==> src/rtl/mem_pkg.sv <==
// Shared data-memory definitions: bus widths, access-size encoding and the
// byte reader state encoding.
package mem_pkg;

   localparam int ADDR_W = 19;
   localparam int DATA_W = 19;

   typedef enum logic {
      SIZE_BYTE = 1'b0,
      SIZE_HALF = 1'b1
   } mem_size_e;

   typedef enum logic [1:0] {
      ST_IDLE  = 2'd0,
      ST_FETCH = 2'd1,
      ST_HOLD  = 2'd2,
      ST_DONE  = 2'd3
   } rd_state_e;

endpackage

==> src/rtl/mem_byte_reader.sv <==
// Byte-stream read initiator: walks a byte region of data memory and emits
// each byte on a valid/ready stream. Never writes memory.
//
// state    | meaning
// ---------+-----------------------------------------------------------
// ST_IDLE  | waiting for start, memory lanes parked at address 0
// ST_FETCH | mem_a = current byte address, read data captured at edge
// ST_HOLD  | byte presented on out_data/out_valid until consumer takes it
// ST_DONE  | one-cycle done pulse, then back to idle
module mem_byte_reader
   import mem_pkg::*;
#(
   parameter int ADDR_W = mem_pkg::ADDR_W,
   parameter int DATA_W = mem_pkg::DATA_W
) (
   input  logic              clk,
   input  logic              reset,
   input  logic              start,
   input  logic [ADDR_W-1:0] base_addr,
   input  logic [ADDR_W-1:0] length,
   output logic              busy,
   output logic              done,
   output logic [ADDR_W-1:0] mem_a,
   output logic              mem_we,
   output logic              mem_cant_byte,
   input  logic [DATA_W-1:0] mem_rd,
   output logic [7:0]        out_data,
   output logic              out_valid,
   input  logic              out_ready
);

   rd_state_e         state, state_nxt;
   logic [ADDR_W-1:0] addr, addr_nxt;
   logic [ADDR_W-1:0] remain, remain_nxt;
   logic [7:0]        data_nxt;

   // Only the low byte of the read bus carries data in byte mode.
   logic [DATA_W-9:0] rd_hi_unused;
   assign rd_hi_unused = mem_rd[DATA_W-1:8];

   assign mem_we        = 1'b0;
   assign mem_cant_byte = SIZE_BYTE;

   // State, address/remaining counters and output byte register.
   always_ff @(posedge clk) begin
      if (!reset) begin
         state    <= ST_IDLE;
         addr     <= '0;
         remain   <= '0;
         out_data <= 8'h00;
      end else begin
         state    <= state_nxt;
         addr     <= addr_nxt;
         remain   <= remain_nxt;
         out_data <= data_nxt;
      end
   end

   // Next-state, counter updates and state-decoded outputs.
   always_comb begin
      state_nxt  = state;
      addr_nxt   = addr;
      remain_nxt = remain;
      data_nxt   = out_data;
      mem_a      = '0;
      busy       = 1'b1;
      done       = 1'b0;
      out_valid  = 1'b0;
      case (state)
         ST_IDLE: begin
            busy = 1'b0;
            if (start) begin
               addr_nxt   = base_addr;
               remain_nxt = length;
               state_nxt  = (length == '0) ? ST_DONE : ST_FETCH;
            end
         end
         ST_FETCH: begin
            mem_a     = addr;
            data_nxt  = mem_rd[7:0];
            state_nxt = ST_HOLD;
         end
         ST_HOLD: begin
            mem_a     = addr;
            out_valid = 1'b1;
            if (out_ready) begin
               if (remain == ADDR_W'(1)) begin
                  state_nxt = ST_DONE;
               end else begin
                  // Address wraps naturally at 2^ADDR_W.
                  addr_nxt   = addr + ADDR_W'(1);
                  remain_nxt = remain - ADDR_W'(1);
                  state_nxt  = ST_FETCH;
               end
            end
         end
         ST_DONE: begin
            done      = 1'b1;
            state_nxt = ST_IDLE;
         end
         default: state_nxt = ST_IDLE;
      endcase
   end

endmodule

==> config.mk <==
export PLATFORM = sky130hd
export DESIGN_NAME = mem_byte_reader
export DESIGN_NICKNAME = d
export VERILOG_FILES = /design/src/rtl/mem_pkg.sv /design/src/rtl/mem_byte_reader.sv
export SDC_FILE = /design/constraint.sdc
export NUM_CORES = 1
export LEC_CHECK = 0
export ABC_AREA = 0
export ABC_CLOCK_PERIOD_IN_PS = 1900
export BUFFER_PORTS_ARGS = -buffer_cell sky130_fd_sc_hd__buf_4
export CAP_MARGIN = 20
export CORE_MARGIN = 2
export CORE_UTILIZATION = 49
export CTS_BUF_LIST = sky130_fd_sc_hd__clkbuf_8
export DETAILED_ROUTE_END_ITERATION = 7
export GPL_TIMING_DRIVEN = 0
export PLACE_DENSITY = 0.79
export SLEW_MARGIN = 20
export SYNTH_ARGS = -nofsm -noshare
export SYNTH_HDL_FRONTEND = slang
export SYNTH_SLANG_ARGS = --single-unit
export TNS_END_PERCENT = 100
==> constraint.sdc <==
create_clock -name clk -period 1.9 [get_ports clk]
set_input_delay 0.285 -clock clk [delete_from_list [all_inputs] [get_ports clk]]
set_output_delay 0.285 -clock clk [all_outputs]
set_load 0.05 [all_outputs]
==> flow_results.org <==
** Floorplan
- Width of the die :: 83.90 microns
- 93 I/O pins were placed.
- Row count :: 29
- The floorplan step set the die height to 83.90 microns.
- Starting Density :: 0.4983
- Core Area :: 6277 sq um
- Die ar. :: 7038 sq um

** Cells and area
- Total of fill cells in the finished design :: 489
- The final layout contains 589 nets.
- The area growth from synthesis to layout is 44.68%.
- Post-route core utilization :: 0.7209
- Finished layout cell area :: 4526 sq um
- Share of cells above drive strength 1 :: 0.3608
- Number of antenna diodes :: 0

** Timing
- The count of final hold-check violations is 0.
- Fin. max-slew vios :: 0
- Period utilization :: 1.032
- Post-route setup slack :: -60.85 ps
- After layout, the minimum clock period comes to 1961 ps.
- Max Clock Skew :: 8.884 ps
- In this run the tightest slew margin relative to its limit is 0.5047.
- Static timing analysis puts the maximum clock frequency at 510.0 MHz.
- Setup violators final :: 16
- Transition time at the pin with the least slew margin :: 742.9 ps
- RSZ-0062 raised after global routing :: yes

** Routing
- The detailed router placed 3838 vias in this run.
- Before antenna repair, the detailed router went through 8 iterations.
- In this run the remaining antenna-violating nets after routing total 0.
- Summed over all layers, the routed wires come to 11.56 mm.
- In the final routed layout, each cell accounts on average for 19.33 microns.
- Via-to-Cell Ratio :: 6.418
- Count of unresolved DRC violations after routing :: 2
- In this run, the number of DRC markers left after iteration 0 of detailed routing was 472.

** Hold path
- Hold path start :: mem_rd[0]
- Worst Hold Depth :: 3
- Worst Hold Endpoint :: out_data[0]$_SDFFE_PN0P_
- Worst min-delay path category :: in -> reg

** Setup path
- The startpoint identified for the worst register-to-register timing path is state[0]$_SDFFE_PN0P_.
- Category of the worst setup path capture point :: flip-flop
- Worst r2r dst :: addr[18]$_SDFFE_PN0P_
- Crit path required time :: 2150 ps
- Tracing the worst setup path back leads to its startpoint at state[0]$_SDFFE_PN0P_.
- Reg2reg path depth :: 9
- In this run the worst path has a maximum fanout of 8.
- The worst register-to-register path has a setup slack of -60 ps.
- The worst setup path is launched from a flip-flop.
- The setup path with the least slack is of type reg -> reg.
- Arr. time, crit path :: 2210 ps

** Yosys
- Mapped Avg Cell Area :: 7.686 sq um
- In the synthesized netlist the dominant register cell turns out to be dfxtp_1.
- Asr flop ratio synth :: 0
- Ys Warns :: 0
- For this run, the register share of the synthesized area comes to 0.3072.
- Synthesized cell area :: 3128 sq um
- In this run, synthesis inferred 0 flip-flops with an integrated enable.
- Count of distinct cell types in the synthesized netlist :: 59
- Synthesis produced a netlist whose cell count is 407.
- After synthesis the netlist holds a flip-flop and latch count of 48.

** Flow run
- Max-cap violations :: 0

** Power and ir drop
- Max VDD drop :: 703.0 uV
- Dividing total power by cell area gives a power density of 1466 nW/um^2.
- For this design the static power due to leakage is 1.911 nW.

** Clock tree
- Number of sinks driven by the clock tree :: 48
- Clock-pin slew was measured on the worst setup and hold paths at 100 ps.
- TritonCTS created 5 clock buffers.
- CTS built an H-tree with a depth of 2.
- Clock tree root driver cell :: clkbuf_8
- TritonCTS clock tree :: built
- Largest buffer count on any clock path :: 2
- The later pin in the worst-skew pair is clocked with a latency of 320 ps.

** Place
- Routability-driven placement finished with a final weighted congestion of 0.8996.
- Summing all placed instances gives a cell area of 3857 sq um.
- Once detailed placement completed, the half-perimeter wirelength came to 7.157 mm.
- Buffers on Ports :: 78
- OpenSTA, run right after detailed placement, puts the worst setup slack at -418.3 ps.

** GRT
- The number of global-route vias before repair came to 3494.
- Number of antenna violations at the first check in global routing :: 0
- Global-route wire length before repair :: 17.79 mm
- The total overflow left after global routing is 0.
- Pin count of the biggest net entering global routing :: 17
- Gr usage total :: 0.3162

** Status
- The run finished, with violations left.
- Violated checks :: DRC, setup timing
## cell families (layout without fill, tap and decap cells)
| family | count (synthesis) | count (layout) | share of synthesized area |
|---|---|---|---|
| multiplexers | 11 | 11 | 0.03520 |
| flip-flops | 48 | 48 | 0.3072 |
| AO/OA/AOI/OAI | 126 | 126 | 0.2648 |
| AND/OR/NAND/NOR | 167 | 167 | 0.2900 |
| buffers and inverters | 46 | 159 | 0.06960 |
| adder cells (fa/ha/maj) | 8 | 8 | 0.03200 |
| other | 1 | 2 | 0.001199 |
## state kept, by name, indices dropped and copies added (netlist names)
signal,count
out_data,8
remain,19
addr,19
state,2
## worst max path at each step
stage                                         to  slack (ps)  cells after the start
after floorplan             addr[5]$_SDFFE_PN0P_           2                      9
after global placement    remain[6]$_SDFFE_PN0P_        -430                      8
after detailed placement  remain[6]$_SDFFE_PN0P_        -420                      8
after CTS                 remain[9]$_SDFFE_PN0P_         -10                      9
after global routing        addr[5]$_SDFFE_PN0P_        -140                      9
final                      addr[18]$_SDFFE_PN0P_         -60                      9
## power breakdown
group          internal (W)  total [W]  switching [W]
Clock              0.000262   0.000668       0.000406
Sequential          0.00129    0.00162       0.000327
Combinational       0.00192    0.00435        0.00243
Total               0.00347    0.00663        0.00316
## cells in the final DEF (no fill, tap or decap), types with 4 or more instances in the layout
master | Yosys | routed
a211oi_1 | 5 | 5
a21o_1 | 6 | 6
a21oi_1 | 46 | 42
a21oi_2 | 0 | 4
a31oi_1 | 5 | 4
and2_1 | 19 | 19
and3_1 | 4 | 4
buf_4 | 5 | 99
buf_6 | 3 | 19
clkbuf_1 | 23 | 8
clkbuf_4 | 0 | 4
clkbuf_8 | 0 | 5
dfxtp_1 | 48 | 41
dfxtp_2 | 0 | 5
ha_1 | 8 | 5
inv_1 | 11 | 7
mux2i_1 | 11 | 11
nand2_1 | 49 | 49
nand3_1 | 6 | 5
nand4_1 | 6 | 6
nand4b_1 | 5 | 5
nor2_1 | 38 | 37
nor3_1 | 7 | 7
nor4_1 | 6 | 4
nor4_4 | 1 | 5
o21ai_0 | 5 | 4
o21ai_1 | 16 | 16
o2bb2ai_1 | 5 | 5
o31ai_1 | 5 | 5
o32ai_1 | 11 | 7
o32ai_2 | 1 | 5
## synth_stat cells, drive strengths merged, types with 4 or more instances
master / count / area, sq um
dfxtp: 48 / 960.9
ha: 8 / 100.1
nor2: 38 / 142.6
clkbuf: 23 / 86.33
inv: 12 / 45.04
nand2: 49 / 183.9
o2bb2ai: 5 / 43.79
o21ai: 21 / 105.1
or4: 4 / 33.78
nor4: 9 / 83.83
and3: 4 / 25.02
mux2i: 11 / 110.1
a21oi: 46 / 230.2
and2: 19 / 118.9
nand4b: 5 / 43.79
nand2b: 4 / 25.02
o31ai: 5 / 37.54
o32ai: 12 / 112.6
nand3: 6 / 30.03
a211oi: 5 / 37.54
nand4: 6 / 37.54
a31oi: 5 / 31.28
buf: 11 / 86.33
a21o: 6 / 45.04
nor3: 10 / 77.57
## per-stage QoR
| step | cells | total power, W | hold WS, ps | TNS, ps |
|---|---|---|---|---|
| 2_1_floorplan | 408 | 0.003798 | 429.4 | 0 |
| 3_3_place_gp | 563 | 0.004588 | 440.8 | -11460 |
| 3_5_place_dp | 563 | 0.004661 | 441.4 | -11560 |
| 4_1_cts | 592 | 0.006089 | 197.5 | -23.37 |
| 5_1_grt | 598 | 0.006948 | 204.1 | -2831 |
| 6_report | 598 | 0.006635 | 191.3 | -392.0 |
## worst max-delay path, stage by stage (launching register included)
cell and delay (ps):
dfxtp_4 390, inv_6 50, ha_4 150, nor2b_4 120, a211o_1 300, a31o_1 210
buf_6 150, buf_8 140, buf_6 140, o32ai_2 230
## metal layers
| layer | global-route usage | up-vias | routed length (microns) |
|---|---|---|---|
| li1 | - | 1709 | - |
| met1 | 0.4073 | 1769 | 4311 |
| met2 | 0.5135 | 306 | 5344 |
| met3 | 0.05045 | 54 | 1360 |
| met4 | 0.1554 | 0 | 543 |
| met5 | 0 | - | 0 |
## what timing repair did
item	in CTS	in global routing
pin swaps	16	22
setup buffers	22	9
setup endpoints to repair	57	49
gates resized for setup	50	48
gates cloned	1	1
hold buffers	0	0
## layout make-up
cell class                 count  area, sq um  share of cell area
clock buffer                   5        68.82             0.01521
clock inverter                 3        23.77            0.005253
sequential                    48        974.7              0.2154
multi-input combinational    314         2170              0.4794
inverter                      12        52.55             0.01161
buffer                        28        202.7             0.04479
timing repair buffer         111        937.1              0.2071
tap                           77        96.34             0.02129
Note: power is estimated with default switching activity, not from simulation.
